`src/rtl/scan_sequencer.sv`:
```
// scan_sequencer
//   Address generator that sits in front of a 3-to-8 one-hot decoder. It walks
//   a 3-bit slot address through the slots enabled in an 8-bit mask, cyclically.
//   Each slot is held valid for DWELL cycles, then blanked for BLANK_CYC cycles
//   so that two decoder lines are never active at the same time.
//
// Ports
//   clk    in   system clock, rising edge
//   rst    in   synchronous active-high reset
//   en     in   run request, sampled in IDLE and on the last blank cycle
//   mask   in   [7:0] slot enables, bit i set = slot i is visited
//   A      out  [2:0] current slot address (decoder input)
//   valid  out  high while A is a live selection (decoder enable)
//   wrap   out  one-cycle pulse on the first valid cycle of each frame
module scan_sequencer #(
  parameter int DWELL     = 4,
  parameter int BLANK_CYC = 1
) (
  input  logic       clk,
  input  logic       rst,
  input  logic       en,
  input  logic [7:0] mask,
  output logic [2:0] A,
  output logic       valid,
  output logic       wrap
);

  // One counter serves both the dwell and the blank phase, so it is sized for
  // the longer of the two. It only ever counts up to (length - 1).
  localparam int CNT_MAX = (DWELL > BLANK_CYC) ? DWELL : BLANK_CYC;
  localparam int CW      = (CNT_MAX > 1) ? $clog2(CNT_MAX) : 1;
  localparam logic [CW-1:0] DWELL_LAST = CW'(DWELL - 1);
  localparam logic [CW-1:0] BLANK_LAST = CW'(BLANK_CYC - 1);

  typedef enum logic [1:0] {
    IDLE   = 2'd0,
    ACTIVE = 2'd1,
    BLANK  = 2'd2
  } state_t;

  state_t        state_q;
  logic [CW-1:0] cnt_q;
  logic [2:0]    a_q;
  logic          valid_q;
  logic          wrap_q;

  logic [2:0]  lowest_idx;
  logic [15:0] mask_dbl;
  logic [7:0]  mask_rot;
  logic [2:0]  step;
  logic [2:0]  next_idx;

  // Rotate the mask so that bit j corresponds to slot (A + 1 + j) mod 8.
  // The lowest set bit of the rotated mask is then the next slot strictly
  // after A in cyclic order; j = 7 lands back on A itself (single-bit mask).
  assign mask_dbl = {mask, mask} >> (4'(a_q) + 4'd1);
  assign mask_rot = mask_dbl[7:0];

  always_comb begin
    lowest_idx = 3'd0;
    step       = 3'd0;
    for (int j = 7; j >= 0; j--) begin
      if (mask[j]) begin
        lowest_idx = 3'(j);
      end
      if (mask_rot[j]) begin
        step = 3'(j);
      end
    end
    next_idx = a_q + 3'd1 + step;
  end

  always_ff @(posedge clk) begin
    if (rst) begin
      state_q <= IDLE;
      cnt_q   <= '0;
      a_q     <= 3'd0;
      valid_q <= 1'b0;
      wrap_q  <= 1'b0;
    end else begin
      case (state_q)
        IDLE: begin
          valid_q <= 1'b0;
          wrap_q  <= 1'b0;
          cnt_q   <= '0;
          if (en && (mask != 8'd0)) begin
            // Starting from idle always begins a new frame.
            state_q <= ACTIVE;
            a_q     <= lowest_idx;
            valid_q <= 1'b1;
            wrap_q  <= 1'b1;
          end
        end

        ACTIVE: begin
          // en and mask are deliberately ignored here: a slot always runs
          // its full dwell.
          wrap_q <= 1'b0;
          if (cnt_q == DWELL_LAST) begin
            state_q <= BLANK;
            valid_q <= 1'b0;
            cnt_q   <= '0;
          end else begin
            cnt_q <= cnt_q + 1'b1;
          end
        end

        BLANK: begin
          valid_q <= 1'b0;
          wrap_q  <= 1'b0;
          if (cnt_q == BLANK_LAST) begin
            cnt_q <= '0;
            if (en && (mask != 8'd0)) begin
              state_q <= ACTIVE;
              a_q     <= next_idx;
              valid_q <= 1'b1;
              // Search wrapped past slot 7 (or stayed put): new frame.
              wrap_q  <= (next_idx <= a_q);
            end else begin
              state_q <= IDLE;
            end
          end else begin
            cnt_q <= cnt_q + 1'b1;
          end
        end

        default: begin
          state_q <= IDLE;
          cnt_q   <= '0;
          valid_q <= 1'b0;
          wrap_q  <= 1'b0;
        end
      endcase
    end
  end

  assign A     = a_q;
  assign valid = valid_q;
  assign wrap  = wrap_q;

endmodule

```
`config.mk`:
```
export PLATFORM = sky130hd
export DESIGN_NAME = scan_sequencer
export DESIGN_NICKNAME = d
export VERILOG_FILES = /design/src/rtl/scan_sequencer.sv
export SDC_FILE = /design/constraint.sdc
export NUM_CORES = 1
export LEC_CHECK = 0
export BUFFER_PORTS_ARGS = -buffer_cell sky130_fd_sc_hd__buf_2
export CORE_AREA = 2 2 70 72
export CTS_CLUSTER_DIAMETER = 100
export DETAILED_ROUTE_END_ITERATION = 10
export DIE_AREA = 0 0 72 74
export GPL_TIMING_DRIVEN = 0
export PLACE_DENSITY = 0.55
export REMOVE_ABC_BUFFERS = 1
export SETUP_SLACK_MARGIN = 0.3
export SKIP_LAST_GASP = 1
export SYNTH_ARGS = -nofsm -noshare
export SYNTH_HDL_FRONTEND = slang
export SYNTH_SLANG_ARGS = --single-unit
```
`constraint.sdc`:
```
create_clock -name clk -period 3.6 [get_ports clk]
set_clock_uncertainty 0.05 [all_clocks]
set_input_delay 0.36 -clock clk [delete_from_list [all_inputs] [get_ports clk]]
set_output_delay 0.36 -clock clk [all_outputs]
set_load 0.05 [all_outputs]
```
# Word-level counts from Yosys, hierarchy flattened
# Cells that the tools add are included.
[op_classes]
n_addsub = 4
multipliers = 0
n_div = 0
magnitude_cmp = 1
n_eq_ne = 7
shifts = 1
muxes = 35
bitwise_logic = 0
reduce_logical = 7
[ops]
columns = ["op", "count"]
rows = [
  ["2-to-1 mux 3 bit", 19],
  ["right shift 16 x 4 -> 8 bit", 1],
  ["2-to-1 mux 2 bit", 5],
  ["!= test 2 bit, second input constant", 4],
  ["nonzero test 8 bit", 1],
  ["2-to-1 mux 1 bit", 6],
  ["case mux 2 bit (3 select lines)", 1],
  ["case mux 3 bit (2 select lines)", 1],
  ["adder 3 x 1 -> 4 bit, second input constant", 1],
  ["== test 2 bit, second input constant", 2],
  ["zero test 2 bit", 2],
  ["case mux 2 bit (2 select lines)", 1],
  ["AND reduction 4 bit", 1],
  ["adder 3 x 1 -> 3 bit, second input constant", 1],
  ["adder 3 bit", 1],
  ["<= comparator 3 bit", 1],
  ["case mux 1 bit (3 select lines)", 1],
  ["AND reduction 3 bit", 1],
  ["adder 2 x 1 -> 2 bit, second input constant", 1],
  ["== test 2 x 1 -> 1 bit, second input constant", 1],
  ["case mux 1 bit (2 select lines)", 1],
  ["nonzero test 2 bit", 1],
  ["logical AND 1 bit", 1],
]
[word_totals]
ff_bits = 9
latchBits = 0
mem_bits_rw = 0
rom_bits = 0
in_bits = 11
output_inout_bits = 5
word_cells = 60
n_memories = 0

# Logic depth before layout (Yosys ltp)
# Gate-level depths: netlist of run 1.
[logic_depth]
word_depth = 15
ltp_mapped = 17

# Worst setup path after synthesis of run 1
# Ideal clock, no wire load.
[synth_timing]
path_type = "register to register"
from = "register a_q[1] (netlist: A[1])"
to = "register wrap_q (netlist: wrap)"
setup_ns = 0.078
arrival_ns = 3.646
setup_slack_ns = -0.173
stages_incl_launch_ff = 18
n_path_buf = 2
cell_sequence = "dfxtp_1 buf_6 buf_6 mux2_2 nor2_1 a21oi_1 o31ai_1 a21oi_1 o211a_1 ha_1 fa_1 inv_1 ha_1 nor2b_1 o21a_1 o21ai_0 a31oi_1 nor3_1"
[synth_via]
elab_chain_len = 15
[synth_rtl]
columns = ["element", "line_no", "text"]
rows = [
  ["from (decl)", "43", "logic [2:0] a_q;"],
  ["from (signal assigned)", "89", "a_q <= lowest_idx;"],
  ["from (signal assigned)", "115", "a_q <= next_idx;"],
  ["adder 3 x 1 -> 4 bit", "56", "assign mask_dbl = {mask, mask} >> (4'(a_q) + 4'd1);"],
  ["right shift 16 x 4 -> 8 bit", "56", ""],
  ["2-to-1 mux 3 bit (8 in a row)", "66", "if (mask_rot[j]) begin"],
  ["adder 3 bit", "70", "next_idx = a_q + 3'd1 + step;"],
  ["<= comparator 3 bit *", "118", "wrap_q <= (next_idx <= a_q);"],
  ["2-to-1 mux 1 bit *", "113", "if (en && (mask != 8'd0)) begin"],
  ["2-to-1 mux 1 bit *", "111", "if (cnt_q == BLANK_LAST) begin"],
  ["case mux 1 bit (2 select lines) *", "81", "case (state_q)"],
  ["to (signal assigned)", "118", ""],
  ["to (decl)", "45", "logic wrap_q;"],
]
# Mark *: on every way between the ends. The rest lies on a longest branch, timed or not.
# A chain may end at the register's enable or synchronous reset.

# Worst setup path in the final report of run 1
# Ends and elaborated chain as after synthesis.

==> results.json, run 1 <==
{
  "p_seq_share_pct": 20.2,
  "status": "completed",
  "synth_xor_area_share_pct": 1.31,
  "num-fill-cells": 463,
  "seq_area_frac_synth_pct": 13.5,
  "fmax_mhz": 300,
  "syn_area_per_cell_sq_um": 8.09,
  "dp_hpwl_um": 2320,
  "cp_num_buf_inv": 2,
  "htree_num_levels": 1,
  "rsz0062_at_grt": "true",
  "grt_pass1_vias": 1238,
  "synth_cell_types": 58,
  "io_buffers": 15,
  "antenna_found_initial": 0,
  "worstPathMaxFanout": 6,
  "synthCells": 165,
  "end_kind": "flip-flop",
  "die_w_um": 72,
  "postRouteAntennaNets": 0,
  "layout-drive-gt1-share_pct": 39.5,
  "grt-ovfl-total": 0,
  "hold_path.class": "input port to flip-flop",
  "dp.cells": 223,
  "drc": 0,
  "crit_chain": "buf_8, mux2i_4, a21oi_4, o31ai_2, a21oi_1, o211a_1, ha_2, fa_2, inv_2, ha_4, nor2b_1, o21a_1, o21ai_2, a31oi_1, nor3_1",
  "grt_start_max_net_pins": 13,
  "wl_per_cell_um": 14.7,
  "initial_core_util_pct": 29.0,
  "dieHeight_um": 74,
  "final-setup-viol-count": 0,
  "synth_compound_area_share_pct": 24.8,
  "dpl_worst_slack_ns": -0.533,
  "dpl_cell_area_sq_um": 1390,
  "timing.final.ws_setup_ns": 0.265,
  "final_area_sq_um": 1720,
  "synth-simple-area-share_pct": 23.2,
  "power_frac_comb_pct": 61.0,
  "grt_pass1_wl_um": 6070,
  "cp-start-kind": "flip-flop",
  "power.density_nw_per_um2": 367,
  "final_cell_mix": "15 x buf_2, 13 x a21oi_1, 13 x nor2_1, 11 x buf_4, 10 x inv_1",
  "synthArstFlopShare_pct": 0,
  "relSlewSlack_pct": 70.5,
  "report.final.hold_viol_count": 0,
  "peakVddDrop_mv": 0.212,
  "yosys_warnings": 0,
  "worstSetupPathType": "flip-flop to flip-flop",
  "maxCapViolCount": 0,
  "power_switching_mw": 0.259,
  "clkLatencyLatePin_ns": 0.24,
  "p_int_mw": 0.372,
  "place_congestion": 0.793,
  "clock_power_share_pct": 18.8,
  "rows": 25,
  "cpLargestDelayFamily": "compound AO/OA/AOI/OAI gates",
  "required_ns": 3.70,
  "switching_share_pct": 41.0,
  "synthesis.area_sq_um": 1340,
  "area_delta_synth_final_pct": 28.8,
  "power_leakage_nw": 0.668,
  "cts_root_buf": "clkbuf_8",
  "cts_buffer_depth": 2,
  "core-area_sq_um": 4600,
  "grt_use_total_pct": 14.3,
  "synth_flop_cell": "dfxtp_1",
  "numCtsBuffers": 3,
  "cpPeakStageDelay_ns": 0.53,
  "drt-pass1-iter-count": 4,
  "ios": 16,
  "tritoncts": "built",
  "cts.clk_slew.worst_paths_ns": 0.05,
  "ys_ff_latch": 9,
  "cts.sinks": 9,
  "finalCritPeriodShare_pct": 92.6,
  "synthMuxAreaShare_pct": 14.3,
  "wirelength_um": 3530,
  "synth_edf_count": 0,
  "cts_hold_buf": 0,
  "finalNetCount": 209,
  "holdWs_ns": 0.373,
  "layout_commonest_cell": "buf_2",
  "die-area_sq_um": 5330,
  "slew_violations": 0,
  "drtIter0Drc": 43,
  "diodes": 0,
  "max_slew.worst_pin.slew_ns": 0.443,
  "fin_cells": 239,
  "crit_slowest_cell": "fa_2",
  "via_per_inst": 5.33,
  "fin_setup_tns_ns": 0,
  "finalCriticalPeriod_ns": 3.33,
  "synthAdderAreaFrac_pct": 12.6,
  "dr_total_vias": 1273,
  "synth_top_family_by_area": "compound AO/OA/AOI/OAI gates",
  "arrival_ns": 3.44
}
cell type report:
class / count / area [sq um] / area share, %
repair buffers: 27 / 173 / 10.0
flip-flops and latches: 9 / 188 / 10.9
well taps: 54 / 67.6 / 3.93
clock buffers: 4 / 45.0 / 2.62
inverters: 13 / 61.3 / 3.57
multi-input cells: 132 / 1180 / 68.9
per-layer routing:
layer  vias up  GRT usage [%]  routed length, um
li1        649              -                  -
met5         -              0                  0
met3         5           1.49                 72
met1       607           19.8               1770
met2        12           23.7               1640
met4         0           4.40                 44
cell families (layout without fill, tap and decap cells):
| kind of cell | Yosys count | in the layout |
|---|---|---|
| and+or+nand+nor | 53 | 53 |
| AOI/OAI and AO/OA | 47 | 47 |
| buffers and inverters | 24 | 44 |
| muxes | 17 | 17 |
| adders and majority gates | 13 | 13 |
| DFF | 9 | 9 |
| xor gates and xnor gates | 2 | 2 |
flip-flops by register name, summed over array words and instances (netlist names):
| name | count |
|---|---|
| wrap | 1 |
| cnt_q | 2 |
| valid | 1 |
| A | 3 |
| state_q | 2 |
stage by stage:
| stage | power [mW] | util, % |
|---|---|---|
| 2_1_floorplan | 0.331 | - |
| 3_3_place_gp | 0.398 | 30.2 |
| 3_5_place_dp | 0.396 | 30.2 |
| 4_1_cts | 0.612 | 36.4 |
| 5_1_grt | 0.676 | 37.4 |
| 6_report | 0.631 | 37.4 |
power by group through the flow:
stage	Sequential (mW)	Combinational (mW)	Clock, mW
finish	0.127	0.385	0.119
global route	0.129	0.421	0.127
CTS	0.125	0.366	0.120
detailed placement	0.132	0.264	0
global placement	0.132	0.266	0
floorplan	0.148	0.184	0
what timing repair did:
item | in CTS | in global routing
endpoints found under the setup margin | 3 | 2
buffers inserted | 11 | 1
resized for setup | 41 | 10
pin swaps | 9 | 6
gates cloned | 0 | 0
Yosys cell counts, types with 2 or more instances:
cell type / number / area share (%)
o21ai_0: 9 / 3.4
and2_1: 2 / 0.94
o211ai_1: 2 / 1.1
ha_1: 11 / 10
dfxtp_1: 9 / 13
nor3_1: 10 / 3.7
mux2i_1: 12 / 9.0
nand3_1: 3 / 1.1
inv_1: 12 / 3.4
buf_6: 5 / 4.2
nor3b_1: 4 / 2.2
nor2b_1: 2 / 0.94
a31oi_1: 2 / 0.94
mux2_2: 3 / 2.5
nor2_1: 15 / 4.2
a21oi_1: 14 / 5.2
clkbuf_1: 3 / 0.84
nand2_1: 2 / 0.56
buf_4: 2 / 1.1
nor4_1: 3 / 1.4
o211a_1: 2 / 1.5
o21a_1: 2 / 1.1
path summary, 6_finish.rpt:
| kind | startpoint | endpoint | slack, ns | cells past startpoint |
|---|---|---|---|---|
| setup / recovery | A[1] | wrap | 0.27 | 15 |
| hold / removal | rst | state_q[0] | 0.37 | 2 |
| setup reg to reg | A[1] | wrap | 0.27 | 15 |
| hold reg to reg | valid | valid | 0.44 | 2 |
No activity file was read; power rests on OpenSTA's default activity.
==> inputs of run 2 (changes only) <==
--- a/config.mk
+++ b/config.mk
@@ -6,12 +6,12 @@
 export NUM_CORES = 1
 export LEC_CHECK = 0
 export BUFFER_PORTS_ARGS = -buffer_cell sky130_fd_sc_hd__buf_2
-export CORE_AREA = 2 2 70 72
+export CORE_AREA = 2 2 55 57
 export CTS_CLUSTER_DIAMETER = 100
 export DETAILED_ROUTE_END_ITERATION = 10
-export DIE_AREA = 0 0 72 74
+export DIE_AREA = 0 0 57 59
 export GPL_TIMING_DRIVEN = 0
-export PLACE_DENSITY = 0.55
+export PLACE_DENSITY = 0.79
 export REMOVE_ABC_BUFFERS = 1
 export SETUP_SLACK_MARGIN = 0.3
 export SKIP_LAST_GASP = 1
==> run 2 against run 1 <==
  * Critical endpoint unchanged
  * Sequential cell count unchanged
  * Sequential share of layout area increased by 0.50 points
  * Via count rose by 6.0%
  * Critical path type unchanged
  * Wire length rose by 2.1%
  * Non-clock buffer count rose by 1
  * Setup slack got worse by 0.058 ns
  * Design area decreased by 4.4%
  * Total power decreased by 9.2%
==> results.json, run 2 (synthesis results as in run 1) <==
{
  "layout-drive-gt1-share_pct": 38.2,
  "status": "completed",
  "crit_slowest_cell": "fa_2",
  "grt-ovfl-total": 0,
  "relSlewSlack_pct": 72.6,
  "peakVddDrop_mv": 0.308,
  "final-setup-viol-count": 0,
  "wl_met1_um": 1380,
  "antenna_found_initial": 0,
  "cts_buffer_depth": 2,
  "multi_input_area_sq_um": 1150,
  "place_congestion": 0.911,
  "drtIter0Drc": 82,
  "dp_hpwl_um": 2420,
  "met2_length_um": 1950,
  "fin_cells": 217,
  "finalCriticalPeriod_ns": 3.39,
  "cts.clk_slew.worst_paths_ns": 0.07,
  "seqCellArea_sq_um": 188,
  "num-fill-cells": 245,
  "ios": 16,
  "core-area_sq_um": 2710,
  "layout_commonest_cell": "buf_2",
  "fin_setup_tns_ns": 0,
  "wirelength_um": 3600,
  "clkLatencyLatePin_ns": 0.28,
  "initial_core_util_pct": 49.3,
  "area_delta_synth_final_pct": 23.1,
  "rows": 19,
  "largest_reg_flops": 3,
  "report.final.hold_viol_count": 0,
  "io_buffers": 15,
  "finalNetCount": 210,
  "dp.cells": 200,
  "cp-start-kind": "flip-flop",
  "numCtsBuffers": 3,
  "finalCritPeriodShare_pct": 94.2,
  "postRouteAntennaNets": 0,
  "wl_per_cell_um": 16.6,
  "grt_use_total_pct": 22.6,
  "diodes": 0,
  "max_slew.worst_pin.slew_ns": 0.411,
  "dr_total_vias": 1350,
  "tritoncts": "built",
  "hold_path.class": "input port to flip-flop",
  "slew_violations": 0,
  "maxCapViolCount": 0,
  "power_leakage_nw": 0.655,
  "cpLargestDelayFamily": "compound AO/OA/AOI/OAI gates",
  "cts.sinks": 9,
  "cpPeakStageDelay_ns": 0.52,
  "timing.final.ws_setup_ns": 0.207,
  "top_layer": "met4",
  "crit_chain": "buf_4, mux2_4, nor2_4, a21oi_1, o31ai_1, a21oi_1, o211a_1, ha_2, fa_2, inv_2, ha_4, nor2b_1, o21a_1, o21ai_1, a31oi_1, nor3_1",
  "worstPathMaxFanout": 7,
  "via_per_inst": 6.22,
  "dieHeight_um": 59,
  "routed-wl-met3_um": 205,
  "arrival_ns": 3.54,
  "power.density_nw_per_um2": 349,
  "worstSetupPathType": "flip-flop to flip-flop",
  "cp_common_cell": "a21oi_1",
  "fmax_mhz": 295,
  "die_w_um": 57,
  "rsz0062_at_grt": "true",
  "grt_start_max_net_pins": 21,
  "final_cell_mix": "15 x buf_2, 13 x a21oi_1, 13 x nor2_1, 10 x inv_1, 10 x buf_4",
  "drt-pass1-iter-count": 4,
  "cp_num_buf_inv": 2,
  "drc": 0,
  "die-area_sq_um": 3360,
  "grt_pass1_vias": 1259,
  "end_kind": "flip-flop",
  "grt_pass1_wl_um": 5950,
  "required_ns": 3.74,
  "dpl_worst_slack_ns": -0.474,
  "htree_num_levels": 1,
  "cts_root_buf": "clkbuf_4",
  "cts_hold_buf": 0
}
[run 2: report_power, final]
group          leakage (nW)  switching, mW  total [mW]  internal (mW)
Clock                0.0177         0.0409      0.0821         0.0412
Sequential           0.0751         0.0194       0.128          0.109
Combinational         0.562          0.189       0.363          0.174
Total                 0.655          0.249       0.573          0.324
[run 2: area by class of cell]
class,instances,area share [%]
flip-flops and latches,9,11.4
repair buffers,28,11.4
clock inverters,1,0.304
clock buffers,3,1.37
multi-input cells,132,69.7
well taps,31,2.36
inverters,13,3.42
[run 2: per-layer routing]
layer | global-route usage [%] | vias up
met5 | 0 | -
met4 | 7.64 | 0
met3 | 3.49 | 9
met2 | 42.5 | 53
met1 | 26.0 | 638
li1 | - | 650
[run 2: timing repair]
action,in CTS,in global routing
buffers inserted,9,4
endpoints found under the hold margin,0,0
pin swaps,7,9
cloned,0,0
resized for setup,34,7
setup endpoints to repair,3,2
[run 2: metrics by stage]
step | cell area (sq um) | power [mW] | hold slack, ns | util, %
2_1_floorplan | 1250 | 0.331 | 0.376 | -
3_3_place_gp | 1360 | 0.383 | 0.429 | 50.2
3_5_place_dp | 1360 | 0.397 | 0.433 | 50.2
4_1_cts | 1590 | 0.552 | 0.331 | 58.6
5_1_grt | 1640 | 0.614 | 0.330 | 60.7
6_report | 1640 | 0.573 | 0.326 | 60.7
[run 2: final timing paths]
check	start	to	slack (ns)	depth (start not counted)
worst max-delay path	A[1]	wrap	0.21	16
worst min-delay path	rst	state_q[0]	0.33	2
worst max register to register	A[1]	wrap	0.21	16
worst min register to register	valid	valid	0.47	2
